## src/rtl/serial_ctrl_pkg.sv

```systemverilog
// Shared definitions for the async-serial transmit controller.
// Optional feature macro: SERIAL_TX_PARITY_EN (inserts an even-parity bit before stop).
package serial_ctrl_pkg;

  typedef enum logic [2:0] {
    ST_IDLE   = 3'd0,
    ST_START  = 3'd1,
    ST_DATA   = 3'd2,
    ST_PARITY = 3'd3,
    ST_STOP   = 3'd4
  } state_e;

  localparam logic LINE_IDLE   = 1'b1;
  localparam logic START_LEVEL = 1'b0;

endpackage

```

## src/rtl/serial_tx_ctrl_if.sv

```systemverilog
// Producer-side handshake and serial line status bundle for serial_tx_ctrl.
interface serial_tx_ctrl_if #(
  parameter int unsigned WIDTH = 8
);
  logic [WIDTH-1:0] in_data;
  logic             in_valid;
  logic             in_ready;
  logic             tx_out;
  logic             busy;
  logic             done;

  // Producer drives the word, controller drives the line and status.
  modport master (
    output in_data,
    output in_valid,
    input  in_ready,
    input  tx_out,
    input  busy,
    input  done
  );

  modport slave (
    input  in_data,
    input  in_valid,
    output in_ready,
    output tx_out,
    output busy,
    output done
  );
endinterface

```

## src/rtl/shift_reg_load.sv

```systemverilog
// Parallel-load right-shift register; load wins over shift, zeros enter at the MSB.
module shift_reg_load #(
  parameter int unsigned WIDTH = 8
) (
  input  logic             clock,
  input  logic             reset_n,
  input  logic             load,
  input  logic             shift,
  input  logic [WIDTH-1:0] d,
  output logic [WIDTH-1:0] q
);

  logic [WIDTH-1:0] q_q;

  // Register the word on load, otherwise move it one place towards bit 0 on shift.
  always_ff @(posedge clock or negedge reset_n) begin
    if (!reset_n) begin
      q_q <= '0;
    end else if (load) begin
      q_q <= d;
    end else if (shift) begin
      q_q <= {1'b0, q_q[WIDTH-1:1]};
    end
  end

  assign q = q_q;

endmodule

```

## src/rtl/serial_tx_ctrl.sv

```systemverilog
// Async-serial transmitter sequencer: start bit, WIDTH data bits LSB-first,
// optional even parity (SERIAL_TX_PARITY_EN), stop bit; each bit lasts DIV clocks.
module serial_tx_ctrl
  import serial_ctrl_pkg::*;
#(
  parameter int unsigned WIDTH = 8,
  parameter int unsigned DIV   = 4
) (
  input  logic             clock,
  input  logic             reset_n,
  serial_tx_ctrl_if.slave  bus
);

  localparam int unsigned DivW = (DIV > 1) ? $clog2(DIV) : 1;
  localparam int unsigned CntW = $clog2(WIDTH);

  state_e            state_q, state_d;
  logic [DivW-1:0]   div_cnt_q, div_cnt_d;
  logic [CntW-1:0]   bit_cnt_q, bit_cnt_d;
  logic              tx_q, tx_d;
  logic              done_q, done_d;
  logic [WIDTH-1:0]  sreg_q;
  logic              load, shift;
  logic              accept;
  logic              last_div;
  logic              last_bit;

`ifdef SERIAL_TX_PARITY_EN
  logic              parity_q;
`endif

  assign accept   = bus.in_valid && (state_q == ST_IDLE);
  // With DIV=1 every cycle is a bit boundary and the divider stays at zero.
  assign last_div = (DIV == 1) ? 1'b1 : (div_cnt_q == DivW'(DIV - 1));
  assign last_bit = (bit_cnt_q == CntW'(WIDTH - 1));

  shift_reg_load #(
    .WIDTH (WIDTH)
  ) u_sreg (
    .clock   (clock),
    .reset_n (reset_n),
    .load    (load),
    .shift   (shift),
    .d       (bus.in_data),
    .q       (sreg_q)
  );

  // FSM state register.
  always_ff @(posedge clock or negedge reset_n) begin
    if (!reset_n) begin
      state_q <= ST_IDLE;
    end else begin
      state_q <= state_d;
    end
  end

  // FSM next-state: advance only on bit boundaries once a frame is running.
  always_comb begin
    state_d = state_q;
    unique case (state_q)
      ST_IDLE:  if (accept) state_d = ST_START;
      ST_START: if (last_div) state_d = ST_DATA;
      ST_DATA: begin
        if (last_div && last_bit) begin
`ifdef SERIAL_TX_PARITY_EN
          state_d = ST_PARITY;
`else
          state_d = ST_STOP;
`endif
        end
      end
`ifdef SERIAL_TX_PARITY_EN
      ST_PARITY: if (last_div) state_d = ST_STOP;
`endif
      ST_STOP:  if (last_div) state_d = ST_IDLE;
      default:  state_d = ST_IDLE;
    endcase
  end

  // FSM outputs: shift-register control and the next registered line level,
  // chosen from the bit that becomes current after this edge.
  always_comb begin
    load   = 1'b0;
    shift  = 1'b0;
    tx_d   = tx_q;
    done_d = 1'b0;
    unique case (state_q)
      ST_IDLE: begin
        tx_d = LINE_IDLE;
        if (accept) begin
          load = 1'b1;
          tx_d = START_LEVEL;
        end
      end
      ST_START: if (last_div) tx_d = sreg_q[0];
      ST_DATA: begin
        if (last_div) begin
          shift = 1'b1;
          if (!last_bit) begin
            tx_d = sreg_q[1];
          end else begin
`ifdef SERIAL_TX_PARITY_EN
            tx_d = parity_q;
`else
            tx_d = LINE_IDLE;
`endif
          end
        end
      end
`ifdef SERIAL_TX_PARITY_EN
      ST_PARITY: if (last_div) tx_d = LINE_IDLE;
`endif
      ST_STOP: begin
        if (last_div) begin
          tx_d   = LINE_IDLE;
          done_d = 1'b1;
        end
      end
      default: tx_d = LINE_IDLE;
    endcase
  end

  // Bit-timing counters: div_cnt wraps every bit, bit_cnt indexes data bits.
  always_comb begin
    div_cnt_d = '0;
    bit_cnt_d = '0;
    if (state_q != ST_IDLE && !last_div) begin
      div_cnt_d = div_cnt_q + DivW'(1);
    end
    if (state_q == ST_DATA) begin
      bit_cnt_d = bit_cnt_q;
      if (last_div) begin
        bit_cnt_d = last_bit ? '0 : bit_cnt_q + CntW'(1);
      end
    end
  end

  // Datapath registers: counters, line level and completion pulse.
  always_ff @(posedge clock or negedge reset_n) begin
    if (!reset_n) begin
      div_cnt_q <= '0;
      bit_cnt_q <= '0;
      tx_q      <= LINE_IDLE;
      done_q    <= 1'b0;
    end else begin
      div_cnt_q <= div_cnt_d;
      bit_cnt_q <= bit_cnt_d;
      tx_q      <= tx_d;
      done_q    <= done_d;
    end
  end

`ifdef SERIAL_TX_PARITY_EN
  // Even parity of the accepted word, captured alongside the load.
  always_ff @(posedge clock or negedge reset_n) begin
    if (!reset_n) begin
      parity_q <= 1'b0;
    end else if (accept) begin
      parity_q <= ^bus.in_data;
    end
  end
`endif

  assign bus.in_ready = (state_q == ST_IDLE);
  assign bus.busy     = (state_q != ST_IDLE);
  assign bus.tx_out   = tx_q;
  assign bus.done     = done_q;

endmodule

```

## src/flat_wrapper.sv

```systemverilog
// flat-port wrapper written by rule: the top's interface ports become plain ports
module serial_tx_ctrl_flat import serial_ctrl_pkg::*;
#(
  parameter int unsigned WIDTH = 8,
  parameter int unsigned DIV   = 4
)
  (clock, reset_n, bus_in_data, bus_in_valid, bus_in_ready, bus_tx_out, bus_busy, bus_done);
  serial_tx_ctrl_if #(.WIDTH(WIDTH)) bus_i ();
  input  logic clock;
  input  logic reset_n;
  input wire logic [$bits(bus_i.in_data)-1:0] bus_in_data;
  input wire logic [$bits(bus_i.in_valid)-1:0] bus_in_valid;
  output wire logic [$bits(bus_i.in_ready)-1:0] bus_in_ready;
  output wire logic [$bits(bus_i.tx_out)-1:0] bus_tx_out;
  output wire logic [$bits(bus_i.busy)-1:0] bus_busy;
  output wire logic [$bits(bus_i.done)-1:0] bus_done;
  assign bus_i.in_data = bus_in_data;
  assign bus_i.in_valid = bus_in_valid;
  assign bus_in_ready = bus_i.in_ready;
  assign bus_tx_out = bus_i.tx_out;
  assign bus_busy = bus_i.busy;
  assign bus_done = bus_i.done;
  serial_tx_ctrl #(.WIDTH(WIDTH), .DIV(DIV)) u_core (.clock(clock), .reset_n(reset_n), .bus(bus_i));
endmodule
```

## config.mk

```make
export PLATFORM = sky130hd
export DESIGN_NAME = serial_tx_ctrl_flat
export DESIGN_NICKNAME = d
export VERILOG_FILES = /design/src/rtl/serial_ctrl_pkg.sv /design/src/rtl/serial_tx_ctrl_if.sv /design/src/rtl/shift_reg_load.sv /design/src/rtl/serial_tx_ctrl.sv /design/src/flat_wrapper.sv
export SDC_FILE = /design/constraint.sdc
export NUM_CORES = 1
export LEC_CHECK = 0
export BUFFER_PORTS_ARGS = -buffer_cell sky130_fd_sc_hd__buf_2
export CAP_MARGIN = 20
export CORE_MARGIN = 2
export CORE_UTILIZATION = 50
export CTS_BUF_LIST = sky130_fd_sc_hd__clkbuf_4
export CTS_CLUSTER_DIAMETER = 120
export DETAILED_ROUTE_END_ITERATION = 7
export PLACE_DENSITY = 0.78
export SYNTH_ARGS = -nofsm -noshare
export SYNTH_HDL_FRONTEND = slang
export SYNTH_SLANG_ARGS = --single-unit
```

## constraint.sdc

```tcl
create_clock -name clock -period 1.82 [get_ports clock]
set_clock_uncertainty 0.2 [all_clocks]
set_input_delay 0.182 -clock clock [delete_from_list [all_inputs] [get_ports clock]]
set_output_delay 0.182 -clock clock [all_outputs]
set_load 0.02 [all_outputs]
```

# After elaboration in Yosys (flattened, before gate mapping)
# Index checks and enable logic that the tools add are counted.
word_totals:
  reg_bits: 18
  inputBits: 11
  output_inout_bits: 4
classes:
  n_addsub: 2
  n_eq_ne: 10
  mux: 22
  reduce_logical: 9
op_table:
  columns: ["cell", "count"]
  rows:
  - ["$mux W3", 7]
  - ["$mux W8", 2]
  - ["$pmux W3 S4", 1]
  - ["$mux W1", 10]
  - ["$ne A2 B1 Y1 const B", 5]
  - ["$eq A3 B3 Y1 const B", 2]
  - ["$pmux W1 S4", 1]
  - ["$reduce_and A4 Y1", 1]
  - ["$add A3 B1 Y3 const B", 1]
  - ["$eq A3 B1 Y1 const B", 1]
  - ["$eq A3 B2 Y1 const B", 1]
  - ["$logic_and A1 B1 Y1", 3]
  - ["$logic_not A3 Y1", 1]
  - ["$reduce_and A3 Y1", 1]
  - ["$reduce_bool A3 Y1", 1]
  - ["$add A2 B1 Y2 const B", 1]
  - ["$eq A2 B2 Y1 const B", 1]
  - ["$mux W2", 1]
  - ["$reduce_bool A2 Y1", 1]
  - ["$logic_not A1 Y1", 1]

# Longest topological paths before layout
# Gate-level depths: netlist of run 1.
logic_depth:
  word_depth: 5
  ltp_mapped: 5

# By module
# From an unflattened synthesis of run 1, not the netlist that was laid out.
unflattened:
  cells_unflattened: 88
  area_unflattened_um2: 910.9
by_module_without_submodules:
  columns: ["module", "n_inst", "cells_each", "area_per_inst_um2"]
  rows:
  - ["serial_tx_ctrl", 1, 54, 541.8]
  - ["shift_reg_load", 1, 34, 369.1]

# Least setup slack after synthesis of run 1
# OpenSTA, ideal clock, no wires.
synth_path:
  path_type: "register to register"
  startpoint: "reg u_core.state_q[0]"
  endpoint: "reg u_core.div_cnt_q[1]"
  t_arrival_ns: 1.727
  required_ns: 1.500
  slack_ns: -0.226
  stages_incl_launch_ff: 5
  synth_period_minus_slack_ns: 2.046
  cell_sequence: "dfrtp_1 -> buf_2 -> nor3_1 -> inv_1 -> and3_1"
synth_between:
  elab_chain_len: 3
synth_rtl:
  columns: ["item", "line", "rtl"]
  rows:
  - ["from (decl)", "serial_tx_ctrl.sv:17", "state_e state_q, state_d;"]
  - ["from (signal assigned)", "serial_tx_ctrl.sv:53", "state_q <= state_d;"]
  - ["$reduce_bool A3 Y1", null, null]
  - ["via bus_busy", "flat_wrapper.sv:15", "output wire logic [$bits(bus_i.busy)-1:0] bus_busy;"]
  - ["$logic_and A1 B1 Y1", "serial_tx_ctrl.sv:127", "if (state_q != ST_IDLE && !last_div) begin"]
  - ["$mux W2", "serial_tx_ctrl.sv:127", null]
  - ["via u_core.div_cnt_d[1]", "serial_tx_ctrl.sv:18", "logic [DivW-1:0] div_cnt_q, div_cnt_d;"]
  - ["to (signal assigned)", "serial_tx_ctrl.sv:146", "div_cnt_q <= div_cnt_d;"]
  - ["to (decl)", "serial_tx_ctrl.sv:18", null]
# The timed path passes the listed nets, and every way through them passes these cells.
# A chain may end at the register's enable or synchronous reset.

# Worst setup path in the final report of run 1
layout_path:
  startpoint: "reg u_core.state_q[1]"
  endpoint: "reg u_core.u_sreg.q_q[2] (netlist: u_core.u_sreg.q[2])"
layout_between:
  elab_chain_len: 5
layout_rtl:
  columns: ["item", "line", "rtl"]
  rows:
  - ["$logic_not A3 Y1", "serial_tx_ctrl.sv:32, serial_tx_ctrl.sv:87", null]
  - ["$logic_and A1 B1 Y1", "serial_tx_ctrl.sv:32", "assign accept = bus.in_valid && (state_q == ST_IDLE);"]
  - ["$mux W1", "serial_tx_ctrl.sv:90", "if (accept) begin"]
  - ["$mux W1", "serial_tx_ctrl.sv:87", "unique case (state_q)"]
  - ["$mux W8 / $reduce_bool A2 Y1 (equally long branches)", null, null]
  - ["to (signal assigned)", "shift_reg_load.sv:22", "q_q <= {1'b0, q_q[WIDTH-1:1]};"]
  - ["to (decl)", "shift_reg_load.sv:13", "logic [WIDTH-1:0] q_q;"]
# Several ways; a longest one is shown, not always the timed one.

==> results of run 1 <==
-- critical path, cell delays in order, from the launching register on --
cell and delay [ps]:
sky130_fd_sc_hd__dfrtp_1 440, sky130_fd_sc_hd__nor4b_4 330, sky130_fd_sc_hd__buf_6 190, sky130_fd_sc_hd__mux2_4 310, sky130_fd_sc_hd__mux2_4 260
-- power breakdown --
part	total, µW	switching, µW	internal (µW)
clock network	228	127	100
registers	645	93.1	552
logic	915	390	524
total	1790	611	1180
-- through the flow --
| step | cells | power, µW | util |
|---|---|---|---|
| final | 133 | 1787 | 0.7025 |
| after global routing | 133 | 1898 | 0.7025 |
| after CTS | 133 | 1641 | 0.6695 |
| after detailed placement | 124 | 1385 | 0.6265 |
| after global placement | 124 | 1356 | 0.6265 |
| after floorplan | 81 | 1173 | - |
-- layout by cell type (no fill, tap or decap), drive strengths merged, types with 2 or more instances in the layout --
cell type and instances:
buf 24, dfrtp 17, mux2 12, nor2 5, nand2 4, mux2i 4, a21oi 4, clkbuf 4
nor3 4, inv 3, dlygate4sd3 3, ha 3, o21ai 2, nand3b 2
-- state kept, by name, indices dropped and copies added, names as in the netlist --
register and flops:
u_core.u_sreg.q 8, u_core.bit_cnt_q 3, u_core.state_q 3, u_core.div_cnt_q 2
u_core.bus.done 1, u_core.bus.tx_out 1
-- worst paths after layout --
path	slack [ps]	cells after the start	startpoint	to
worst max-delay path	-2	4	u_core.state_q[1]$_DFFE_PN0P_	u_core.u_sreg.q[2]$_DFFE_PN0P_
worst min-delay path	50	3	bus_in_data[4]	u_core.u_sreg.q[4]$_DFFE_PN0P_
worst max register to register	-2	4	u_core.state_q[1]$_DFFE_PN0P_	u_core.u_sreg.q[2]$_DFFE_PN0P_
worst min register to register	260	1	u_core.div_cnt_q[0]$_DFF_PN0_	u_core.div_cnt_q[0]$_DFF_PN0_
max in group asynchronous	950	2	reset_n	u_core.bus.tx_out$_DFFE_PN1P_
min in group asynchronous	150	2	reset_n	u_core.div_cnt_q[0]$_DFF_PN0_
-- area by class of cell --
cell class,count,area [µm²],area share
multi-input cells,56,523.0,0.4265
flip-flops and latches,18,451.7,0.3684
repair buffers,27,178.9,0.1459
well taps,25,31.28,0.02551
clock buffers,4,30.03,0.02449
inverters,3,11.26,0.009184
-- per-layer routing --
layer  track usage  wire length (µm)  vias to the layer above
li1              -                 -                      349
met3       0.03396                74                        4
met5             0                 0                        -
met1        0.2392               863                      365
met2        0.3054              1050                       19
met4        0.1000                29                        0
-- repair_timing --
item / 4_1_cts / 5_1_grt
pin swaps: 0 / 1
hold endpoints to repair: 20 / 0
setup buffers: 2 / 0
endpoints found under the setup margin: 6 / 7
hold buffers: 3 / 0
gates cloned: 0 / 0
gates resized for setup: 0 / 15
-- cell families after synthesis --
family          count (synthesis)
compound gates                 12
xor+xnor                        1
fa+ha+maj                       3
buf+inv                         7
flops                          18
mux                            16
simple gates                   24
==> summary by stage, run 1 <==
Timing
The transition time at the pin with the least slew margin is ~420 ps. The sum of negative setup slack is -2.438 ps. Setup violations remaining at the end of the flow were counted as 1. The number of hold violations in the final report came to 0.

The final cycle utilization of the critical path is 1.001. The achievable clock frequency is 0.5487 GHz. The max-slew violation total from the final report is 0.

Measured against its own limit, the worst slew margin works out to 0.7188. The smallest setup slack after layout is -2.438 ps. The time the final worst path needs with I/O delays and setup is between 1500 and 2000 ps. The worst-case hold slack is 47.13 ps. Setup repair after global routing could not meet its margin everywhere.

Yosys
The fraction of synthesized cell area taken by the top area cell type is 0.4497. The area fraction in compound gates after synthesis is 0.08730. Of the synthesized area, sequential elements account for 0.4775. After synthesis, the mean cell area works out to between 10 and 15 µm². The flip-flop and latch count after synthesis is 18. The synthesized instance count is 81. The post-synthesis simple-gate area fraction is 0.1693. The share of cell area taken by muxes after synthesis is 0.1852. The adder and majority cell fraction of the synthesized area is 0.03968. When the netlist entered floorplanning its net count stood at 95.

The count of synthesis-stage warnings from yosys is 0. The most area-hungry cell type in the Yosys netlist is sky130_fd_sc_hd__dfrtp_1. The number of distinct library cells after synthesis is 31. The most instantiated flip-flop cell in the synthesis netlist is sky130_fd_sc_hd__dfrtp_1.

After synthesis, the largest family of logic cells by area is multiplexers. The mapped netlist covers roughly 950 µm². Sorting the synthesized cells by area gives the leading types as sky130_fd_sc_hd__dfrtp_1 (45%), sky130_fd_sc_hd__mux2_2 (14%), sky130_fd_sc_hd__mux2i_1 (4.2%). Of the total synthesized cell area, the portion taken by XOR and XNOR cells is 0.009259.

The most frequently used cell type in the post-synthesis netlist is sky130_fd_sc_hd__dfrtp_1. In the synthesized netlist, the cells that appear most often are sky130_fd_sc_hd__dfrtp_1 (17), sky130_fd_sc_hd__mux2_2 (12), sky130_fd_sc_hd__nor2_1 (5). The synthesized design contains 0 enable-type register cells.

The async set-or-reset flop fraction in the synthesized netlist is 1.000.

Floorplanning
The floorplan step defined a die boundary enclosing around 0.0023 mm². The area of the core is roughly 0.0017 mm². The initial core utilization is 0.5419.

15 I/O pins were placed. After floorplanning, the core was divided into 15 placement rows. The die height is 47.50 µm. The x dimension of the die is ~47 µm.

Drt
In this run the remaining antenna-violating nets after routing total 0. The first TritonRoute pass finished after 4 iterations. In the final routed layout, each cell accounts on average for about 15 µm.

After detailed routing, the number of vias per cell comes to about 5.5. The detailed-route via count is 737. After the first detailed-routing iteration, the DRC count stood at 10.

For this run, design rule violations remaining after detail routing come to 0. The sum of routed wire length over all layers is roughly 2000 µm.

GRT
The total overflow left after global routing is 0. The initial antenna violation count is 0. The pin count of the biggest net entering global routing is 19. The wire length of the first global-routing pass is between 2000 and 3000 µm. The global routing usage summed across all routing layers is 0.1885. The via count of the first global-routing pass is between 600 and 700.

Worst setup path
In this run the worst path has a maximum fanout of 7. STA classifies the critical path startpoint as a register. The endpoint required time on the critical path is 1810 ps. The critical path arrival is about 1800 ps. The critical path in this run is classified as register to register.

STA classifies the critical path endpoint as a register.

Run status
The checks that failed: setup timing. The flow ran to the end, but the final reports show violations.

CTS
The CTS tree is yes. The clock drives 18 sinks. At the later pin of the worst-skew pair, clock insertion delay measures 290 ps.

The H-tree depth reported by CTS is 1. The clock passes through at most 2 buffers. The clock slew seen by the registers of the worst setup and hold paths is roughly 110 ps. The clock tree root driver cell is sky130_fd_sc_hd__clkbuf_4. Buffers inserted during clock tree synthesis total 3.

Power and ir drop
In this run the power density over the cells is ~1500 mW/mm². Summed over all cells, the static leakage comes to about 0.00057 µW. The worst vdd rail ir drop is approximately 0.74 mV.

Final layout
Summing all non-filler instances in the final layout gives an area of approximately 0.0012 mm². In the final layout, the share of cells above drive strength 1 is 0.4352. The count of nets after finishing is 123. The layout overhead on the synthesized area is 29.63%. Fill cells in the final layout number about 130. The count of inserted antenna diode cells is 0.

Placement
Before CTS, the worst setup slack after placement is -0.5564 ps. The routability congestion estimate from global placement is 0.7442. The number of buffers inserted by port buffering is 14. The detailed placer's ending HPWL is 1268 µm. The area of placed instances is between 0.001 and 0.0015 mm².

Run
Max-cap violations in this run came to 0.

Min path
The min-delay analysis places its worst path in the category primary input to register.
Note: power is estimated with default switching activity, not from simulation.
==> run 2, diff against run 1 <==
- CORE_UTILIZATION: 50 -> 51
- PLACE_DENSITY: 0.78 -> 0.79
- RECOVER_POWER: unset -> 50
==> summary by stage, run 2 (synthesis gave the netlist of run 1 again) <==
Run status
Outcome: finished, final reports clean (was finished with violations).

Timing
The worst-case hold slack is 35.20 ps (was 47.13 ps). The transition time at the pin with the least slew margin came to 978.7 ps (was 421.8 ps). The number of hold violations in the final report came to 0 (unchanged).

The time the final worst path needs with I/O delays and setup is 1776 ps (was 1822 ps). Setup repair after global routing missed its margin: yes (unchanged). The relative slew slack is 0.3475 (was 0.7188). The achievable clock frequency was 0.5632 GHz (was 0.5487 GHz).

The max-slew violation total from the final report is 0 (unchanged). The sum of negative setup slack is 0 ps (was -2.438 ps). The final cycle utilization of the critical path is 0.9757 (was 1.001). The final-report setup violation count is 0 (was 1).

Final layout
Commonest cells after routing, fill and taps aside: sky130_fd_sc_hd__dfrtp_1 (17), sky130_fd_sc_hd__buf_2 (13), sky130_fd_sc_hd__mux2_2 (10) (was sky130_fd_sc_hd__dfrtp_1 (17), sky130_fd_sc_hd__buf_2 (14), sky130_fd_sc_hd__mux2_4 (12)). The number of flip-flops under the largest register name is 8 (unchanged). The most common cell after layout, fill and taps aside was sky130_fd_sc_hd__dfrtp_1 (unchanged). The count of inserted antenna diode cells was 0 (unchanged). The count of filler cells inserted in the layout is 140 (was 127).

The layout overhead on the synthesized area is 22.09% (was 29.63%). The final instance area is 0.001155 mm² (was 0.001226 mm²). The post-layout instance count excluding filler cells is 129 (was 133). The proportion of layout cells with a drive suffix above 1 is 0.3942 (was 0.4352). The count of nets after finishing was 119 (was 123).

CTS
The CTS tree is yes (unchanged). The buffer count from post-CTS setup fixing was 0 (was 2). The CTS buffer count was 3 (unchanged). The H-tree depth reported by CTS is 1 (unchanged). The number of sinks on the clock net was 18 (unchanged). The clock slew seen by the registers of the worst setup and hold paths came to 100 ps (was 110 ps). The clock tree root driver cell is sky130_fd_sc_hd__clkbuf_4 (unchanged).

The maximum clock path buffer count is 2 (unchanged). The insertion delay to the later sink of the worst-skew pair is 300 ps (was 290 ps).

Worst setup path
The flop-to-flop setup slack came to 40 ps (was -2 ps). The critical path capture point is u_core.u_sreg.q[6]$_DFFE_PN0P_ (was u_core.u_sreg.q[2]$_DFFE_PN0P_). The endpoint of the worst-slack reg-to-reg timing path is u_core.u_sreg.q[6]$_DFFE_PN0P_ (was u_core.u_sreg.q[2]$_DFFE_PN0P_).

The worst reg2reg path depth is 4 (unchanged). The startpoint type of the worst setup path is a register (unchanged). The kind of capture point of the worst setup path is a register (unchanged). The worst reg2reg path startpoint is u_core.state_q[0]$_DFFE_PN0P_ (was u_core.state_q[1]$_DFFE_PN0P_). The maximum net fanout on the critical path is 9 (was 7).

The endpoint required time on the critical path is 1810 ps (about the same). The critical path arrival is 1770 ps (was 1810 ps). The timing startpoint of the critical path is u_core.state_q[0]$_DFFE_PN0P_ (was u_core.state_q[1]$_DFFE_PN0P_). The critical setup path kind is register to register (unchanged).

Placement
The routability congestion estimate from global placement is 0.7869 (was 0.7442). The detailed placer's ending HPWL came to 1251 µm (was 1268 µm). The area of placed instances came to 0.001079 mm² (was 0.001094 mm²). The number of buffers inserted by port buffering is 14 (unchanged). The total instance count after detailed placement was 122 (was 124).

Floorplanning
The I/O pin count is 15 (unchanged). The die height is 47.07 µm (was 47.50 µm). The x dimension of the die is 47.07 µm (was 47.50 µm). The number of placement rows is 15 (unchanged). The die footprint is 0.002215 mm² (was 0.002256 mm²). The area of the core is 0.001727 mm² (was 0.001745 mm²).

The initial core utilization is 0.5478 (was 0.5419).

Min path
The launch point of the worst hold path is bus_in_data[5] (was bus_in_data[4]). The type of the worst min-delay path is primary input to register (unchanged).

Power and ir drop
The overall power of the completed layout is 1622 µW (was 1787 µW). The power per cell area was 1404 mW/mm² (was 1457 mW/mm²). The leakage dissipation is 0.0005129 µW (was 0.0005675 µW). The worst vdd rail ir drop came to 0.7664 mV (was 0.7354 mV).

Drt
The vias per cell is 5.225 (was 5.541). The sum of routed wire length over all layers is 1758 µm (was 2018 µm). The remaining antenna violation count after routing is 0 (unchanged). The count of TritonRoute iterations in the first routing pass is 4 (unchanged). The detailed-route via count is 674 (was 737). The detailed-route DRC error count came to 0 (unchanged). The iteration-0 DRC count of the detailed router is 4 (was 10). The routed wire length per instance was 13.63 µm (was 15.17 µm).

GRT
The pin count of the biggest net entering global routing is 19 (unchanged). The wire length of the first global-routing pass was 2967 µm (was 2884 µm). The global routing usage summed across all routing layers came to 0.1987 (was 0.1885). The initial antenna violation count was 0 (unchanged). The final global-route overflow total is 0 (unchanged). The via count of the first global-routing pass is 680 (was 677).

Run
The reported max-cap violation count is 0 (unchanged).
[run 2: cell types whose count changed in the layout (fill, tap and decap cells not counted), sizes merged]
cell / delta
buf: -5
clkbuf: +1
[run 2: final cells by class]
| type | instances | area (µm²) | area share |
|---|---|---|---|
| Inverter | 3 | 11.26 | 0.009751 |
| Multi-Input combinational cell | 56 | 483.0 | 0.4182 |
| Clock buffer | 4 | 30.03 | 0.02600 |
| Sequential cell | 18 | 451.7 | 0.3911 |
| Tap cell | 25 | 31.28 | 0.02709 |
| Timing Repair Buffer | 23 | 147.6 | 0.1278 |
[run 2: per-stage QoR]
step / setup slack (ps) / util
2_1_floorplan: -7.060 / -
3_3_place_gp: 62.43 / 0.6246
3_5_place_dp: 17.35 / 0.6246
4_1_cts: 8.391 / 0.6594
5_1_grt: -4.497 / 0.6688
6_report: 44.30 / 0.6688
[run 2: routing by layer]
| layer | global-route usage | vias up | share of wire |
|---|---|---|---|
| met5 | 0 | - | 0 |
| met4 | 0.1000 | 0 | 0.023 |
| met3 | 0.02308 | 5 | 0.023 |
| met2 | 0.3397 | 10 | 0.49 |
| met1 | 0.2475 | 321 | 0.47 |
| li1 | - | 338 | - |
[run 2: where the power goes]
part,total [µW],internal (µW),switching (µW)
sequential,639,552,87.1
clock,222,100,122
combinational,760,413,347
total,1620,1060,557
[run 2: critical path, cell delays in order, from the launching register on]
cell and delay [ps]:
sky130_fd_sc_hd__dfrtp_1 430, sky130_fd_sc_hd__nor4b_4 280, sky130_fd_sc_hd__buf_6 170, sky130_fd_sc_hd__mux2_2 340, sky130_fd_sc_hd__mux2_4 260
[run 2: worst min-delay path by stage]
| stage | endpoint | slack, ps | cells past startpoint |
|---|---|---|---|
| floorplan | u_core.bit_cnt_q[0]$_DFFE_PN0P_ | -310 | 0 |
| global placement | u_core.u_sreg.q[7]$_DFFE_PN0P_ | -70 | 1 |
| detailed placement | u_core.u_sreg.q[7]$_DFFE_PN0P_ | -70 | 1 |
| CTS | u_core.u_sreg.q[5]$_DFFE_PN0P_ | 30 | 3 |
| global route | u_core.u_sreg.q[5]$_DFFE_PN0P_ | 30 | 3 |
| finish | u_core.u_sreg.q[5]$_DFFE_PN0P_ | 40 | 3 |
[run 2: what timing repair did]
action,CTS,global route
setup endpoints to repair,0,6
endpoints found under the hold margin,20,0
hold buffers,3,0
resized for setup,0,4
==> run 3, diff against run 2 <==
- CORE_UTILIZATION: 51 -> 60
- CTS_BUF_LIST: sky130_fd_sc_hd__clkbuf_4 -> sky130_fd_sc_hd__clkbuf_4 sky130_fd_sc_hd__clkbuf_8
- PLACE_DENSITY: 0.79 -> 0.94
- clock period: 1.82 -> 2.1 ns (I/O delays scaled with it)
==> summary by stage, run 3 (synthesis gave the netlist of run 1 again) <==
Run status
Outcome: finished, final reports clean (unchanged).

CTS
The H-tree depth reported by CTS is 1 (unchanged). The clock slew seen by the registers of the worst setup and hold paths is 100 ps (about the same). The number of sinks on the clock net came to 18 (unchanged). The post-cts gate resize count was 0 (unchanged). The insertion delay to the later sink of the worst-skew pair is 300 ps (about the same).

The CTS tree was yes (unchanged). The clock tree root driver cell is sky130_fd_sc_hd__clkbuf_4 (unchanged). The CTS buffer count is 3 (unchanged).

The maximum clock path buffer count was 2 (unchanged).

Timing
The relative slew slack was 0.3759 (was 0.3475). The final cycle utilization of the critical path was 0.9314 (was 0.9757). The achievable clock frequency is 0.5113 GHz (was 0.5632 GHz). Setup repair after global routing missed its margin: no (was yes). The time the final worst path needs with I/O delays and setup is 1956 ps (was 1776 ps).

The sum of negative setup slack is 0 ps (unchanged). The max-slew violation total from the final report is 0 (unchanged). The transition time at the pin with the least slew margin is 936.1 ps (was 978.7 ps). The number of hold violations in the final report is 0 (unchanged). The final-report setup violation count came to 0 (unchanged).

Min path
The number of cells on the worst hold path is 3 (unchanged). The end of the worst hold path was u_core.u_sreg.q[3]$_DFFE_PN0P_ (was u_core.u_sreg.q[5]$_DFFE_PN0P_). The type of the worst min-delay path is primary input to register (unchanged). The launch point of the worst hold path is bus_in_data[3] (was bus_in_data[5]).

Power and ir drop
The reported net switching power is 468.2 µW (was 556.7 µW). The share of total power consumed by net switching is 0.3411 (was 0.3433). The portion of total power attributed to sequential cells is 0.401 (was 0.394). The internal power is 904.5 µW (was 1065 µW). The worst vdd rail ir drop is 0.7683 mV (was 0.7664 mV). The clock power share was 0.159 (was 0.137). The leakage dissipation is 0.0004906 µW (was 0.0005129 µW). The portion of total power attributed to combinational logic is 0.441 (was 0.469). The power per cell area is 1235 mW/mm² (was 1404 mW/mm²).

Drt
The detailed-route via count is 686 (was 674). The iteration-0 DRC count of the detailed router is 8 (was 4). The count of TritonRoute iterations in the first routing pass is 6 (was 4).

The sum of routed wire length over all layers came to 1712 µm (was 1758 µm). The vias per cell is 5.814 (was 5.225). The routed wire length per instance is 14.51 µm (was 13.63 µm).

The remaining antenna violation count after routing is 0 (unchanged). The detailed-route DRC error count is 0 (unchanged).

Floorplanning
The die footprint is 0.001910 mm² (was 0.002215 mm²). The number of placement rows was 14 (was 15). The x dimension of the die came to 43.71 µm (was 47.07 µm). The die height is 43.71 µm (was 47.07 µm).

The area of the core came to 0.001489 mm² (was 0.001727 mm²). The I/O pin count is 15 (unchanged). The initial core utilization was 0.6353 (was 0.5478).

Final layout
The layout overhead on the synthesized area is 17.46% (was 22.09%). Commonest cells after routing, fill and taps aside: sky130_fd_sc_hd__dfrtp_1 (17), sky130_fd_sc_hd__mux2_2 (12), sky130_fd_sc_hd__buf_2 (12) (was sky130_fd_sc_hd__dfrtp_1 (17), sky130_fd_sc_hd__buf_2 (13), sky130_fd_sc_hd__mux2_2 (10)). The count of nets after finishing was 117 (was 119). The number of flip-flops under the largest register name is 8 (unchanged).

The fraction of the core area covered by cells at the end of the flow is 0.7462 (was 0.6688). The most common cell after layout, fill and taps aside is sky130_fd_sc_hd__dfrtp_1 (unchanged). The proportion of layout cells with a drive suffix above 1 came to 0.3627 (was 0.3942). The count of inserted antenna diode cells is 0 (unchanged).

Worst setup path
Crit-path cells: nor4b_4 > mux2_2 > mux2_2 (was nor4b_4 > buf_6 > mux2_2 > mux2_4). The most numerous cell type found on the critical path is sky130_fd_sc_hd__mux2_2. The worst reg2reg path startpoint is u_core.state_q[1]$_DFFE_PN0P_ (was u_core.state_q[0]$_DFFE_PN0P_). The startpoint type of the worst setup path is a register (unchanged). The flop-to-flop setup slack came to 140 ps (was 40 ps). The biggest cell delay along the critical path was 570 ps (was 430 ps).

The maximum net fanout on the critical path is 9 (unchanged). The critical-path cell with the highest stage delay was sky130_fd_sc_hd__nor4b_4 (was sky130_fd_sc_hd__dfrtp_1). The worst reg2reg path depth is 3 (was 4). The critical setup path kind is register to register (unchanged). The endpoint required time on the critical path is 2100 ps (was 1810 ps). The endpoint of the worst-slack reg-to-reg timing path is u_core.u_sreg.q[1]$_DFFE_PN0P_ (was u_core.u_sreg.q[6]$_DFFE_PN0P_). The kind of capture point of the worst setup path is a register (unchanged). The critical path arrival is 1960 ps (was 1770 ps).

GRT
The via count of the first global-routing pass came to 681 (was 680). The wire length of the first global-routing pass is 2946 µm (was 2967 µm). The initial antenna violation count is 0 (unchanged).

The pin count of the biggest net entering global routing is 19 (unchanged). The final global-route overflow total is 0 (unchanged). The global routing usage summed across all routing layers came to 0.2182 (was 0.1987).

Placement
The detailed placer's ending HPWL is 1209 µm (was 1251 µm). The number of buffers inserted by port buffering is 14 (unchanged). The routability congestion estimate from global placement is 0.7593 (was 0.7869).

Run
The reported max-cap violation count was 0 (unchanged).
## run 3: final cells by class
type	instances	area, µm²
Tap cell	16	20.02
Clock buffer	4	36.28
Fill cell	91	377.9
Sequential cell	18	451.7
Timing Repair Buffer	21	127.6
Multi-Input combinational cell	56	464.2
Inverter	3	11.26
## run 3: per-stage QoR
stage	area [µm²]	setup WS (ps)	instances	power, µW	hold WS, ps
floorplan	945.9	53.58	81	1012	-285.6
global placement	1047	226.1	111	1129	-46.21
detailed placement	1047	175.7	111	1155	-43.84
CTS	1114	149.1	118	1382	50.12
global route	1111	28.48	118	1470	55.87
finish	1111	144.1	118	1373	56.39
## run 3: repair_timing
| action | CTS | global route |
|---|---|---|
| hold endpoints to repair | 20 | 0 |
| hold buffers | 3 | 0 |
| buffers inserted | 0 | 0 |
| endpoints found under the setup margin | 0 | 0 |
## run 3: how the worst max path moves through the flow
stage,start,endpoint,slack [ps]
after floorplan,u_core.state_q[0]$_DFFE_PN0P_,u_core.div_cnt_q[1]$_DFF_PN0_,50
after global placement,u_core.state_q[1]$_DFFE_PN0P_,u_core.u_sreg.q[4]$_DFFE_PN0P_,230
after detailed placement,u_core.state_q[1]$_DFFE_PN0P_,u_core.u_sreg.q[1]$_DFFE_PN0P_,180
after CTS,u_core.state_q[1]$_DFFE_PN0P_,u_core.u_sreg.q[1]$_DFFE_PN0P_,150
after global routing,u_core.div_cnt_q[0]$_DFF_PN0_,u_core.u_sreg.q[6]$_DFFE_PN0P_,30
final,u_core.state_q[1]$_DFFE_PN0P_,u_core.u_sreg.q[1]$_DFFE_PN0P_,140
## run 3: metal layers
layer,global-route usage,vias up,share of wire
li1,-,333,-
met1,0.2732,328,0.45
met2,0.3353,18,0.48
met3,0.04167,7,0.034
met4,0.1576,0,0.032
met5,0,-,0
## run 3: power by group through the flow
stage	registers, µW	clock network [µW]	logic [µW]
global route	565	231	674
floorplan	556	0	456
detailed placement	558	0	597
finish	550	218	605
global placement	549	0	580
CTS	551	225	606
## run 3: worst max-delay path, delay by kind of cell (launching register included)
kind / cells / cell delay (ps)
flops: 1 / 420
mux: 2 / 660
simple gates: 1 / 570
